$ cat src/rtl/io_uart_pkg.sv
// io_uart_pkg: shared FSM encoding, register offsets and STATUS bit positions for io_uart_tx
package io_uart_pkg;
  typedef enum logic [2:0] {IDLE, START, DATA, PARITY, STOP} tx_state_e;
  localparam logic [31:0] OFF_DATA = 32'd0;
  localparam logic [31:0] OFF_STATUS = 32'd4;
  localparam int ST_EMPTY = 0;
  localparam int ST_FULL = 1;
  localparam int ST_OVF = 2;
  localparam int ST_CNT = 3;
  localparam int ST_PAR = 8;
  function automatic logic [4:0] sat5(input logic [31:0] n);
    return n > 32'd31 ? 5'd31 : n[4:0];
  endfunction
endpackage

$ cat src/rtl/io_uart_tx_if.sv
// io_uart_tx_if: LSU store/load bus plus serial line and busy flag of the UART transmitter
interface io_uart_tx_if;
  logic [31:0] i_lsu_addr;
  logic [31:0] i_st_data;
  logic i_st_en;
  logic [31:0] o_ld_data;
  logic o_uart_tx;
  logic o_tx_busy;
  modport master (output i_lsu_addr, i_st_data, i_st_en, input o_ld_data, o_uart_tx, o_tx_busy);
  modport slave (input i_lsu_addr, i_st_data, i_st_en, output o_ld_data, o_uart_tx, o_tx_busy);
endinterface

$ cat src/rtl/io_tx_fifo.sv
// io_tx_fifo: power-of-two FIFO with wrap-bit pointers for full/empty detection
module io_tx_fifo #(
  parameter int WIDTH = 8,
  parameter int DEPTH = 8
) (
  input logic clk,
  input logic rst,
  input logic push,
  input logic pop,
  input logic [WIDTH-1:0] din,
  output logic [WIDTH-1:0] dout,
  output logic full,
  output logic empty,
  output logic [$clog2(DEPTH):0] count
);
  localparam int AW = $clog2(DEPTH);
  logic [WIDTH-1:0] mem [DEPTH];
  logic [AW:0] wr;
  logic [AW:0] rd;
  assign dout = mem[rd[AW-1:0]];
  assign empty = wr == rd;
  assign full = wr[AW] != rd[AW] && wr[AW-1:0] == rd[AW-1:0];
  assign count = wr - rd;
  // pointer advance; the extra top bit tells full apart from empty
  always_ff @(posedge clk or posedge rst)
    if (rst) begin
      wr <= '0;
      rd <= '0;
    end else begin
      wr <= push ? wr + (AW+1)'(1) : wr;
      rd <= pop ? rd + (AW+1)'(1) : rd;
    end
  // storage needs no reset; contents are only visible through valid pointers
  always_ff @(posedge clk)
    if (push) mem[wr[AW-1:0]] <= din;
endmodule

$ cat src/rtl/io_uart_tx.sv
// io_uart_tx: memory-mapped UART transmitter (DATA queues a byte, STATUS polls FIFO); UART_TX_PARITY_EN adds even parity
module io_uart_tx
  import io_uart_pkg::*;
#(
  parameter int CLK_DIV = 16,
  parameter int FIFO_DEPTH = 8,
  parameter logic [31:0] BASE_ADDR = 32'h0000_7820
) (
  input logic i_clk,
  input logic i_reset,
  io_uart_tx_if.slave bus
);
  localparam int AW = $clog2(FIFO_DEPTH);
  localparam int CW = $clog2(CLK_DIV);
  tx_state_e state, state_n;
  logic [CW-1:0] cnt;
  logic [2:0] idx, idx_n;
  logic [7:0] shreg, shreg_n, dout;
  logic [AW:0] count;
  logic full, empty, pop, push, ovf, par, bit_done, sel_data, sel_stat, line_n, tx;
  logic [31:0] status;
  assign sel_data = bus.i_st_en && bus.i_lsu_addr == BASE_ADDR + OFF_DATA;
  assign sel_stat = bus.i_st_en && bus.i_lsu_addr == BASE_ADDR + OFF_STATUS;
  assign push = sel_data && (!full || pop);
  assign bit_done = cnt == CW'(CLK_DIV - 1);
  assign bus.o_uart_tx = tx;
  assign bus.o_tx_busy = state != IDLE || !empty;
  io_tx_fifo #(.WIDTH(8), .DEPTH(FIFO_DEPTH)) fifo (
    .clk(i_clk), .rst(i_reset), .push(push), .pop(pop), .din(bus.i_st_data[7:0]),
    .dout(dout), .full(full), .empty(empty), .count(count)
  );
`ifdef UART_TX_PARITY_EN
  localparam tx_state_e AFTER_DATA = PARITY;
  localparam logic PAR_CAP = 1'b1;
  // even parity of the byte, captured as it leaves the FIFO
  always_ff @(posedge i_clk or posedge i_reset)
    if (i_reset) par <= 1'b0;
    else par <= pop ? ^dout : par;
`else
  localparam tx_state_e AFTER_DATA = STOP;
  localparam logic PAR_CAP = 1'b0;
  assign par = 1'b0;
`endif
  // next state, FIFO pop, shifter update and the line level for the next cycle
  always_comb begin
    state_n = state;
    idx_n = idx;
    shreg_n = shreg;
    pop = 1'b0;
    case (state)
      IDLE: begin
        pop = !empty;
        state_n = empty ? IDLE : START;
      end
      START: begin
        state_n = bit_done ? DATA : START;
        idx_n = bit_done ? 3'd0 : idx;
      end
      DATA: if (bit_done) begin
        shreg_n = shreg >> 1;
        idx_n = idx + 3'd1;
        state_n = idx == 3'd7 ? AFTER_DATA : DATA;
      end
      PARITY: state_n = bit_done ? STOP : PARITY;
      STOP: if (bit_done) begin
        pop = !empty;
        state_n = empty ? IDLE : START;
      end
      default: state_n = IDLE;
    endcase
    shreg_n = pop ? dout : shreg_n;
    line_n = state_n == START ? 1'b0 : state_n == DATA ? shreg_n[0] : state_n == PARITY ? par : 1'b1;
  end
  // baud counter, FSM/shift registers, registered line and sticky overflow
  always_ff @(posedge i_clk or posedge i_reset)
    if (i_reset) begin
      state <= IDLE;
      cnt <= '0;
      idx <= '0;
      shreg <= '0;
      tx <= 1'b1;
      ovf <= 1'b0;
    end else begin
      state <= state_n;
      cnt <= state == IDLE || bit_done ? '0 : cnt + CW'(1);
      idx <= idx_n;
      shreg <= shreg_n;
      tx <= line_n;
      ovf <= sel_data && full && !pop ? 1'b1 : sel_stat && bus.i_st_data[ST_OVF] ? 1'b0 : ovf;
    end
  // STATUS word assembly
  always_comb begin
    status = '0;
    status[ST_EMPTY] = empty;
    status[ST_FULL] = full;
    status[ST_OVF] = ovf;
    status[ST_CNT +: 5] = sat5(32'(count));
    status[ST_PAR] = PAR_CAP;
  end
  assign bus.o_ld_data = bus.i_lsu_addr == BASE_ADDR + OFF_STATUS ? status : '0;
endmodule
$ cat src/flat_wrapper.sv
// flat-port wrapper written by rule: the top's interface ports become plain ports
module io_uart_tx_flat import io_uart_pkg::*;
#(
  parameter int CLK_DIV = 16,
  parameter int FIFO_DEPTH = 8,
  parameter logic [31:0] BASE_ADDR = 32'h0000_7820
)
  (i_clk, i_reset, bus_i_lsu_addr, bus_i_st_data, bus_i_st_en, bus_o_ld_data, bus_o_uart_tx, bus_o_tx_busy);
  io_uart_tx_if bus_i ();
  input logic i_clk;
  input logic i_reset;
  input wire logic [$bits(bus_i.i_lsu_addr)-1:0] bus_i_lsu_addr;
  input wire logic [$bits(bus_i.i_st_data)-1:0] bus_i_st_data;
  input wire logic [$bits(bus_i.i_st_en)-1:0] bus_i_st_en;
  output wire logic [$bits(bus_i.o_ld_data)-1:0] bus_o_ld_data;
  output wire logic [$bits(bus_i.o_uart_tx)-1:0] bus_o_uart_tx;
  output wire logic [$bits(bus_i.o_tx_busy)-1:0] bus_o_tx_busy;
  assign bus_i.i_lsu_addr = bus_i_lsu_addr;
  assign bus_i.i_st_data = bus_i_st_data;
  assign bus_i.i_st_en = bus_i_st_en;
  assign bus_o_ld_data = bus_i.o_ld_data;
  assign bus_o_uart_tx = bus_i.o_uart_tx;
  assign bus_o_tx_busy = bus_i.o_tx_busy;
  io_uart_tx #(.CLK_DIV(CLK_DIV), .FIFO_DEPTH(FIFO_DEPTH), .BASE_ADDR(BASE_ADDR)) u_core (.i_clk(i_clk), .i_reset(i_reset), .bus(bus_i));
endmodule
$ cat config.mk
export PLATFORM = sky130hd
export DESIGN_NAME = io_uart_tx_flat
export DESIGN_NICKNAME = d
export VERILOG_FILES = /design/src/rtl/io_uart_pkg.sv /design/src/rtl/io_uart_tx_if.sv /design/src/rtl/io_tx_fifo.sv /design/src/rtl/io_uart_tx.sv /design/src/flat_wrapper.sv
export SDC_FILE = /design/constraint.sdc
export NUM_CORES = 1
export LEC_CHECK = 0
export CORE_AREA = 2 2 113 82
export CTS_CLUSTER_SIZE = 28
export DETAILED_ROUTE_END_ITERATION = 16
export DIE_AREA = 0 0 115 84
export GPL_ROUTABILITY_DRIVEN = 0
export GPL_TIMING_DRIVEN = 0
export PLACE_DENSITY_LB_ADDON = 0.08
export SYNTH_ARGS = -nofsm -noshare
export SYNTH_HDL_FRONTEND = slang
export SYNTH_SLANG_ARGS = --single-unit
export TNS_END_PERCENT = 1
$ cat constraint.sdc
create_clock -name i_clk -period 4.5 [get_ports i_clk]
set_input_delay 1.35 -clock i_clk [delete_from_list [all_inputs] [get_ports i_clk]]
set_output_delay 1.35 -clock i_clk [all_outputs]
set_load 0.02 [all_outputs]
==> Yosys cells after proc, flatten, opt, wreduce, memory -nomap -nowiden <==
Memories as Yosys holds them, arrays and structs flattened.
Index checks and enable logic that the tools add are counted.
{ "totals": {"reg_bits": 28, "ram_bits": 64, "in_bits": 67, "out_inout_bits": 34, "elab_cells": 76, "memories": 1} }
{ "classes": {"n_addsub": 5, "eq_ne": 16, "muxes": 24, "n_reduce_logical": 21} }
{ "memory_table": {"columns": ["memory", "words", "word_bits", "read_ports", "rd_ports_with_merged_regs", "wr", "line", "rtl"], "rows": [
  ["u_core.fifo.mem", 8, 8, 1, 0, 1, "io_tx_fifo.sv:17", "logic [WIDTH-1:0] mem [DEPTH];"]
]} }
{ "ops": {"columns": ["operator", "count"], "rows": [
  ["$eq A32 B15 Y1 const B", 2],
  ["$mux W8", 3],
  ["$mux W3", 6],
  ["$pmux W3 S5", 1],
  ["$add A4 B1 Y4 const B", 3],
  ["$eq A3 B2 Y1 const B", 4],
  ["$mux W1", 9],
  ["$reduce_bool A2 Y1", 4],
  ["$logic_and A1 B1 Y1", 7],
  ["$mux W7", 1],
  ["$eq A3 B1 Y1 const B", 2],
  ["$eq A3 B3 Y1 const B", 2],
  ["$pmux W3 S2", 1],
  ["$eq A4 B4 Y1", 1],
  ["$eq A4 B4 Y1 const B", 1],
  ["$mux W4", 1],
  ["$ne A2 B1 Y1 const B", 2],
  ["$sub A4 B4 Y4", 1],
  ["$add A3 B1 Y3 const B", 1],
  ["$eq A3 B3 Y1", 1],
  ["$logic_not A1 Y1", 3],
  ["$logic_not A3 Y1", 1],
  ["$logic_or A1 B1 Y1", 3],
  ["$reduce_and A3 Y1", 1],
  ["other kinds (5)", 5]
]} }

==> Logic depth before layout (Yosys ltp) <==
Gate-level depths: netlist of run 1.
{ "depth": {"ltp_word": 8, "ltp_mapped": 10, "ltp_nobuf": 7} }

==> Hierarchy <==
A second synthesis of run 1 with hierarchy kept.
{ "unflattened": {"hier_cells": 303, "hier_area_um2": 4300.4} }
{ "modules_own_cells": {"columns": ["mod", "instances", "cells_each", "area_per_inst_um2", "seq_area_each_um2"], "rows": [
  ["io_tx_fifo", 1, 164, 2951.6, 2122.0],
  ["io_uart_tx", 1, 139, 1348.8, 501.7]
]} }

==> Worst setup path before layout of run 1 <==
OpenSTA, ideal clock, no wires.
{ "synth_timing": {"kind": "input to output", "start": "in bus_i_lsu_addr[1]", "end": "out bus_o_ld_data[0]", "t_arrival_ns": 2.484, "required_ns": 3.150, "slack_ns": 0.666, "cell_stages": 5, "path_buffers": 0, "cell_sequence": "nor4_1 -> nand4_1 -> nor2_1 -> nand2_1 -> nor3_1"} }
{ "synth_between": {"elab_chain_cells": 2} }
{ "synth_lines": {"columns": ["item", "line", "rtl"], "rows": [
  ["start, declared", "flat_wrapper.sv:12", "input wire logic [$bits(bus_i.i_lsu_addr)-1:0] bus_i_lsu_addr;"],
  ["$eq A32 B15 Y1", "io_uart_tx.sv:100", "assign bus.o_ld_data = bus.i_lsu_addr == BASE_ADDR + OFF_STATUS ? status : '0;"],
  ["$mux W7", "io_uart_tx.sv:100", null],
  ["end, declared", "flat_wrapper.sv:15", "output wire logic [$bits(bus_i.o_ld_data)-1:0] bus_o_ld_data;"]
]} }
No other way between the ends.

==> Worst setup path after layout of run 1 <==
{ "layout_timing": {"start": "in bus_i_lsu_addr[1]", "end": "out bus_o_ld_data[4]"} }
The elaborated chain is that of the path after synthesis.

==> metrics.csv, run 1 <==
stage,metric,value,unit
status,outcome,"finished, final reports clean",
cells_and_area,fillers,685,
hold_path,hold_end,u_core.cnt[0],
cells_and_area,area_delta_synth_final,24.6,%
global_routing,antenna_found_initial,0,
setup_path,regToRegSetupSlack,500,ps
power,p_per_area,319,mW/mm²
die,core-area,0.00871,mm²
synth,ys_types,47,
synth,yosysTopAreaCell,edfxtp_1,
setup_path,path_cells,clkdlybuf4s50_1 -> nor4_2 -> nand4_1 -> nor2_1 -> nand2_1 -> nor2_1 -> dlygate4sd2_1,
drt,post_drt_via_cell_ratio,5.05,
clocking,path_clk_slew,60,ps
cells_and_area,n_antenna_cell,0,
global_routing,grtUsageTotal,17.7,%
clocking,clk_latency,340,ps
synth,synthTopCellsByCount,"edfxtp_1 (64), dfrtp_1 (27), buf_4 (25), mux2i_1 (21), mux4_2 (16)",
synth,synth_compound_area_share,3.23,%
drt,drt_iter0_markers,168,
setup_path,setup.worst_path.class,primary input to output pin,
timing,rsz0062_at_grt,true,
drt,antenna_left,0,
placed_design,dp_hpwl,5610,µm
clocking,cts_sinks,92,
clocking,ctsRootBufferMaster,clkbuf_16,
setup_path,cp.required,3150,ps
setup_path,crit_top_cell,nor2_1,
setup_path,rr_startpoint,u_core.fifo.rd[1],
power,power.total,1680,µW
synth,yosysWarnings,0,
die,dieArea,0.00966,mm²
synth,synthMostInstantiatedCell,edfxtp_1,
timing,postLayoutSetupSlackWorst,152,ps
drt,drtPass1Iterations,4,
synth,synth_seq_cells,92,
setup_path,cpPeakStageDelay,420,ps
global_routing,grt_pass1_vias,2368,
setup_path,timing.rr.end,u_core.fifo.mem[6][0],
synth,muxShareOfSynthArea,14.4,%
die,start_util,48.4,%
synth,avgSynthCellArea,15.2,µm²
setup_path,arrival,3000,ps
synth,netlist_instances,277,
hold_path,min_from,u_core.cnt[0],
setup_path,critPathSlowestCell,clkdlybuf4s50_1,
synth,synthSimpleGateAreaFrac,8.31,%
global_routing,grt_max_degree,29,
drt,route.detailed.drc,0,
cells_and_area,final_nets,443,
cells_and_area,utilization,60.3,%
timing,worst_clock_skew,6.45,ps
placed_design,port_buffers,51,
setup_path,startpoint_type,primary input,
die,rows,29,
drt,wirelength,7810,µm
timing,setup_viol,0,
power,p_leak,0.00212,µW
cells_and_area,instances_no_fill,480,
synth,synth_edf_count,64,
synth,syn-cell-area,0.00422,mm²
synth,synth-seq-area-share,62.2,%
synth,synth_top_family_by_area,multiplexers,
clocking,cts_buffers,9,
hold_path,min_path_type,register to register,
die,fp.dieW,115,µm
placed_design,placed_cells,463,
setup_path,reg2regPathDepth,10,
synth,post_synth_xor_area_fraction,2.28,%
global_routing,grt_pass1_wl,12600,µm
power,ir_worst_vdd,0.232,mV
synth,synthArstFlopShare,30.4,%
die,io_pins,101,
timing,min_period,4350,ps
timing,fmax,230,MHz
synth,synth_area_leaders,"edfxtp_1 (46%), dfrtp_1 (16%), mux4_2 (8.5%)",
clocking,htree_num_levels,3,
timing,fin_crit_sh,96.6,%
setup_path,end_kind,output pin,
clocking,clock_path_buffers,2,
hold_path,hold-path-cell-count,1,
synth,synth_fa_ha_area_share,2.85,%
cells_and_area,drive_gt1_share,23.1,%
synth,ys.flop_type,edfxtp_1,
global_routing,overflow,0,
drt,wl_per_cell,16.3,µm
clocking,tritoncts,done,
timing,maxSlewHeadroom,10.9,%
die,dieHeight,84,µm
timing,hold_violations,0,
drt,num_vias,2422,
synth,netlist.area_leader.share,45.6,%
setup_path,cp_max_fo,6,
timing,drv_slew,0,
placed_design,dp_slack,-225,ps
timing,worst_pin_slew,1330,ps
flow_run,max-cap-violations,0,
==> state kept, by name (all words and copies together) (netlist names) <==
| name | flops |
|---|---|
| u_core.fifo.mem | 64 |
| u_core.shreg | 8 |
| u_core.cnt | 4 |
| u_core.fifo.rd | 4 |
| u_core.fifo.wr | 4 |
| u_core.idx | 3 |
| u_core.state | 3 |
| u_core.bus.o_uart_tx | 1 |
| u_core.ovf | 1 |
==> power by group <==
| part | total [µW] | switching (µW) | leakage (µW) | internal, µW |
|---|---|---|---|---|
| Clock | 684 | 310 | 0.000133 | 374 |
| Sequential | 907 | 0.000000436 | 0.000929 | 907 |
| Combinational | 87.6 | 39.4 | 0.00106 | 48.2 |
==> cell type report <==
type | count | area, µm² | share of cell area [%]
clock inverter | 6 | 40.0 | 0.762
inverter | 11 | 41.3 | 0.786
sequential | 92 | 2620 | 49.9
timing repair buffer | 55 | 513 | 9.76
multi-input combinational | 163 | 1440 | 27.3
clock buffer | 10 | 229 | 4.36
buffer | 35 | 238 | 4.52
tap | 108 | 135 | 2.57
==> worst max-delay path: cells and delay by family <==
kind                   cells  cell delay [ps]
AND/OR/NAND/NOR            5              900
buffers and inverters      2              750
==> timing repair <==
| action | in CTS | in global routing |
|---|---|---|
| buffers inserted | 0 | 0 |
| gates resized for setup | 8 | 12 |
| endpoints found under the setup margin | 8 | 6 |
| hold buffers | 0 | 0 |
| pin swaps | 0 | 0 |
==> cells in the final DEF, fill, tap and decap left out, types with 5 or more instances in the layout <==
cell type         n
mux2i_1          21
clkbuf_2          6
buf_4            29
inv_1            10
edfxtp_1         64
ha_1              8
nor2_1           14
nand2_1          10
nor3_1            7
mux4_2           16
clkdlybuf4s50_1  44
a22o_1            5
conb_1           25
clkbuf_1          6
clkbuf_16         9
dfrtp_1          27
xnor2_1           7
==> stage by stage <==
step                setup TNS, ps  area (µm²)  hold WS, ps
floorplan                       0        4310          433
global placement           -15360        4950          453
detailed placement          -3630        4990          459
CTS                             0        5260          474
global route                 -104        5260          505
finish                          0        5260          472
==> cell families after synthesis <==
group	Yosys count
other	1
buffers and inverters	46
XOR/XNOR	11
AO/OA/AOI/OAI	19
flip-flops	92
adder cells (fa/ha/maj)	9
multiplexers	40
AND/OR/NAND/NOR	59
==> routing by layer <==
metal	up-vias	wire, µm	global-route usage, %
li1	1180	-	-
met1	1178	3690	25.7
met2	54	3640	25.4
met3	10	381	5.45
met4	0	98	5.59
met5	-	0	0
==> how the worst max path moves through the flow <==
stage	startpoint	endpoint	cells after the start
finish	bus_i_lsu_addr[1]	bus_o_ld_data[4]	7
global route	bus_i_lsu_addr[8]	bus_o_ld_data[4]	7
floorplan	bus_i_lsu_addr[1]	bus_o_ld_data[0]	5
detailed placement	bus_i_lsu_addr[1]	bus_o_ld_data[0]	7
global placement	bus_i_lsu_addr[1]	u_core.fifo.mem[3][4]	7
CTS	bus_i_lsu_addr[1]	bus_o_ld_data[0]	7
No activity file was read; power rests on OpenSTA's default activity.
==> run 2, diff against run 1 <==
--- a/config.mk
+++ b/config.mk
@@ -9,7 +9,6 @@
 export CTS_CLUSTER_SIZE = 28
 export DETAILED_ROUTE_END_ITERATION = 16
 export DIE_AREA = 0 0 115 84
-export GPL_ROUTABILITY_DRIVEN = 0
 export GPL_TIMING_DRIVEN = 0
 export PLACE_DENSITY_LB_ADDON = 0.08
 export SYNTH_ARGS = -nofsm -noshare
==> results of run 2 <==
Final layout, timing and power as in run 1 (identical DEF).
==> run 3, diff against run 2 <==
--- a/config.mk
+++ b/config.mk
@@ -5,10 +5,10 @@
 export SDC_FILE = /design/constraint.sdc
 export NUM_CORES = 1
 export LEC_CHECK = 0
-export CORE_AREA = 2 2 113 82
+export CORE_AREA = 2 2 91 102
 export CTS_CLUSTER_SIZE = 28
 export DETAILED_ROUTE_END_ITERATION = 16
-export DIE_AREA = 0 0 115 84
+export DIE_AREA = 0 0 93 104
 export GPL_TIMING_DRIVEN = 0
 export PLACE_DENSITY_LB_ADDON = 0.08
 export SYNTH_ARGS = -nofsm -noshare
==> run 3 against run 2 <==
Setup slack lost 2.0 ps; wire length grew 3.9%; cell area shrank 0.29%; combinational power shrank 0.6%; worst hold slack gained 3.6 ps; first-iteration DRC count shrank 42%; critical endpoint is now bus_o_ld_data[6].
==> metrics.csv, run 3 (synthesized netlist as in run 1, its figures left out) <==
stage,metric,value,unit
status,outcome,"finished, final reports clean",
die,fp.dieW,93,µm
cells_and_area,utilization,60.6,%
drt,drt_iter0_markers,97,
clocking,tritoncts,done,
setup_path,startpoint_type,primary input,
placed_design,dp_hpwl,5790,µm
global_routing,grt_pass1_wl,13200,µm
drt,wl_per_cell,16.7,µm
setup_path,cp.required,3150,ps
drt,num_vias,2422,
timing,rsz0062_at_grt,false,
cells_and_area,area_delta_synth_final,24.3,%
timing,maxSlewHeadroom,26.6,%
die,core-area,0.00865,mm²
global_routing,grtUsageTotal,18.2,%
power,cellInternalPower,1270,µW
drt,wirelength,8110,µm
clocking,ctsRootBufferMaster,clkbuf_8,
drt,post_drt_via_cell_ratio,4.98,
power,clockPowerShare,38.2,%
global_routing,antenna_found_initial,0,
timing,worst_clock_skew,11.5,ps
setup_path,regToRegSetupSlack,1020,ps
hold_path,min_path_type,register to register,
setup_path,critPathLaunch,bus_i_lsu_addr[4],
setup_path,crit_buf_inv,2,
setup_path,reg2regPathDepth,11,
placed_design,placed_area,0.00502,mm²
cells_and_area,stdcell_area,0.00524,mm²
cells_and_area,final_nets,443,
setup_path,cp.depth,7,
power,p_comb_share,5.4,%
cells_and_area,final_common_cell,edfxtp_1,
hold_path,hold_end,u_core.cnt[0],
hold_path,min_from,u_core.cnt[0],
timing,setup_viol,0,
clocking,path_clk_slew,90,ps
global_routing,overflow,0,
setup_path,critPathSlowestCell,clkdlybuf4s50_1,
cells_and_area,largest_reg_flops,64,
cells_and_area,n_antenna_cell,0,
setup_path,cp_max_fo,6,
timing,fin_crit_sh,96.7,%
power,p_sw_share,20.9,%
die,start_util,48.8,%
clocking,htree_num_levels,3,
setup_path,setup.worst_path.class,primary input to output pin,
global_routing,grt_max_degree,29,
placed_design,port_buffers,51,
cells_and_area,drive_gt1_share,23.4,%
clocking,clk_latency,360,ps
timing,min_period,4350,ps
clocking,clock_path_buffers,2,
setup_path,timing.rr.end,u_core.fifo.mem[1][0],
power,p_leak,0.00212,µW
power,ir_worst_vdd,0.337,mV
placed_design,globalplace.congestion,0.705,
die,io_pins,101,
power,p_per_area,307,mW/mm²
placed_design,dp_slack,-268,ps
die,dieArea,0.00967,mm²
die,rows,36,
flow_run,max-cap-violations,0,
setup_path,path_cells,clkdlybuf4s50_1 -> nor4b_2 -> nand4_1 -> nor2_2 -> nand2_2 -> nor2_1 -> dlygate4sd2_1,
timing,drv_slew,0,
clocking,cts_buffers,9,
die,dieHeight,104,µm
timing,fmax,230,MHz
setup_path,end_kind,output pin,
setup_path,cpPeakStageDelay,410,ps
power,pwr-share-seq,56.3,%
drt,drtPass1Iterations,4,
power,switching_power,337,µW
timing,hold_violations,0,
clocking,cts_setup_buffers,0,
drt,route.detailed.drc,0,
timing,worst_pin_slew,1100,ps
setup_path,rr_startpoint,u_core.fifo.rd[1],
cells_and_area,fillers,683,
hold_path,hold-path-cell-count,1,
global_routing,grt_pass1_vias,2501,
setup_path,arrival,3000,ps
setup_path,critical-path-top-delay-family,simple AND/OR/NAND/NOR gates,
clocking,cts_sinks,92,
cells_and_area,final_cell_mix,"edfxtp_1 (64), clkdlybuf4s50_1 (44), buf_4 (29)",
timing,postLayoutSetupSlackWorst,150,ps
drt,antenna_left,0,
[run 3: cell types whose count changed in the layout (fill, tap and decap cells not counted), moves of 2 or more]
cell           change
bufinv_16          +2
clkbuf_1           -2
clkbuf_16          -9
clkbuf_2           -3
clkbuf_8           +9
dlygate4sd2_1      +3
inv_6              +2
nor3_1             -2
nor3_2             +2
[run 3: how the worst max path moves through the flow]
| stage | slack [ps] | to |
|---|---|---|
| 2_1_floorplan | 670 | bus_o_ld_data[0] |
| 3_3_place_gp | -750 | u_core.fifo.mem[4][3] |
| 3_5_place_dp | -270 | bus_o_ld_data[0] |
| 4_1_cts | 10 | bus_o_ld_data[0] |
| 5_1_grt | 4 | bus_o_ld_data[5] |
| 6_report | 150 | bus_o_ld_data[6] |
[run 3: timing repair]
item                                    CTS  global route
gates resized for setup                   8             8
endpoints found under the setup margin   16             7
pin swaps                                 0             0
hold buffers                              0             0
[run 3: power by group through the flow]
stage	logic, µW	clock network (µW)	registers (µW)
after floorplan	41.0	0	925
after global placement	85.2	0	925
after detailed placement	86.4	0	925
after CTS	86.6	632	906
after global routing	94.0	662	906
final	87.1	615	906
[run 3: worst register-to-register path: stages (launching register included)]
cell and delay, ps:
dfrtp_1 400, clkbuf_2 300, clkbuf_2 380, inv_1 110
ha_1 300, nand3_1 120, nand2b_1 200, nor2b_4 70
or3b_1 360, buf_6 160, nor3_1 520, buf_4 280
[run 3: layer usage]
layer  global-route usage [%]  vias up  routed length, µm
li1                         -     1178                  -
met1                     24.7     1189               3510
met2                     29.6       44               4190
met3                     3.19       11                266
met4                     6.93        0                145
met5                        0        -                  0
[run 3: cell type report]
cell class | count | area [µm²] | area share (%)
multi-input cells | 163 | 1440 | 27.6
inverters | 11 | 41.3 | 0.788
repair buffers | 55 | 529 | 10.1
plain buffers | 35 | 239 | 4.56
well taps | 114 | 143 | 2.72
clock inverters | 7 | 96.3 | 1.84
clock buffers | 9 | 124 | 2.36
flip-flops and latches | 92 | 2620 | 50.1
[run 3: stage by stage]
step | power, µW | hold slack [ps] | std cells | setup TNS (ps)
5_1_grt | 1660 | 504 | 486 | 0
4_1_cts | 1620 | 487 | 486 | 0
3_3_place_gp | 1010 | 455 | 466 | -21590
2_1_floorplan | 966 | 433 | 301 | 0
3_5_place_dp | 1010 | 469 | 470 | -2880
6_report | 1610 | 475 | 486 | 0
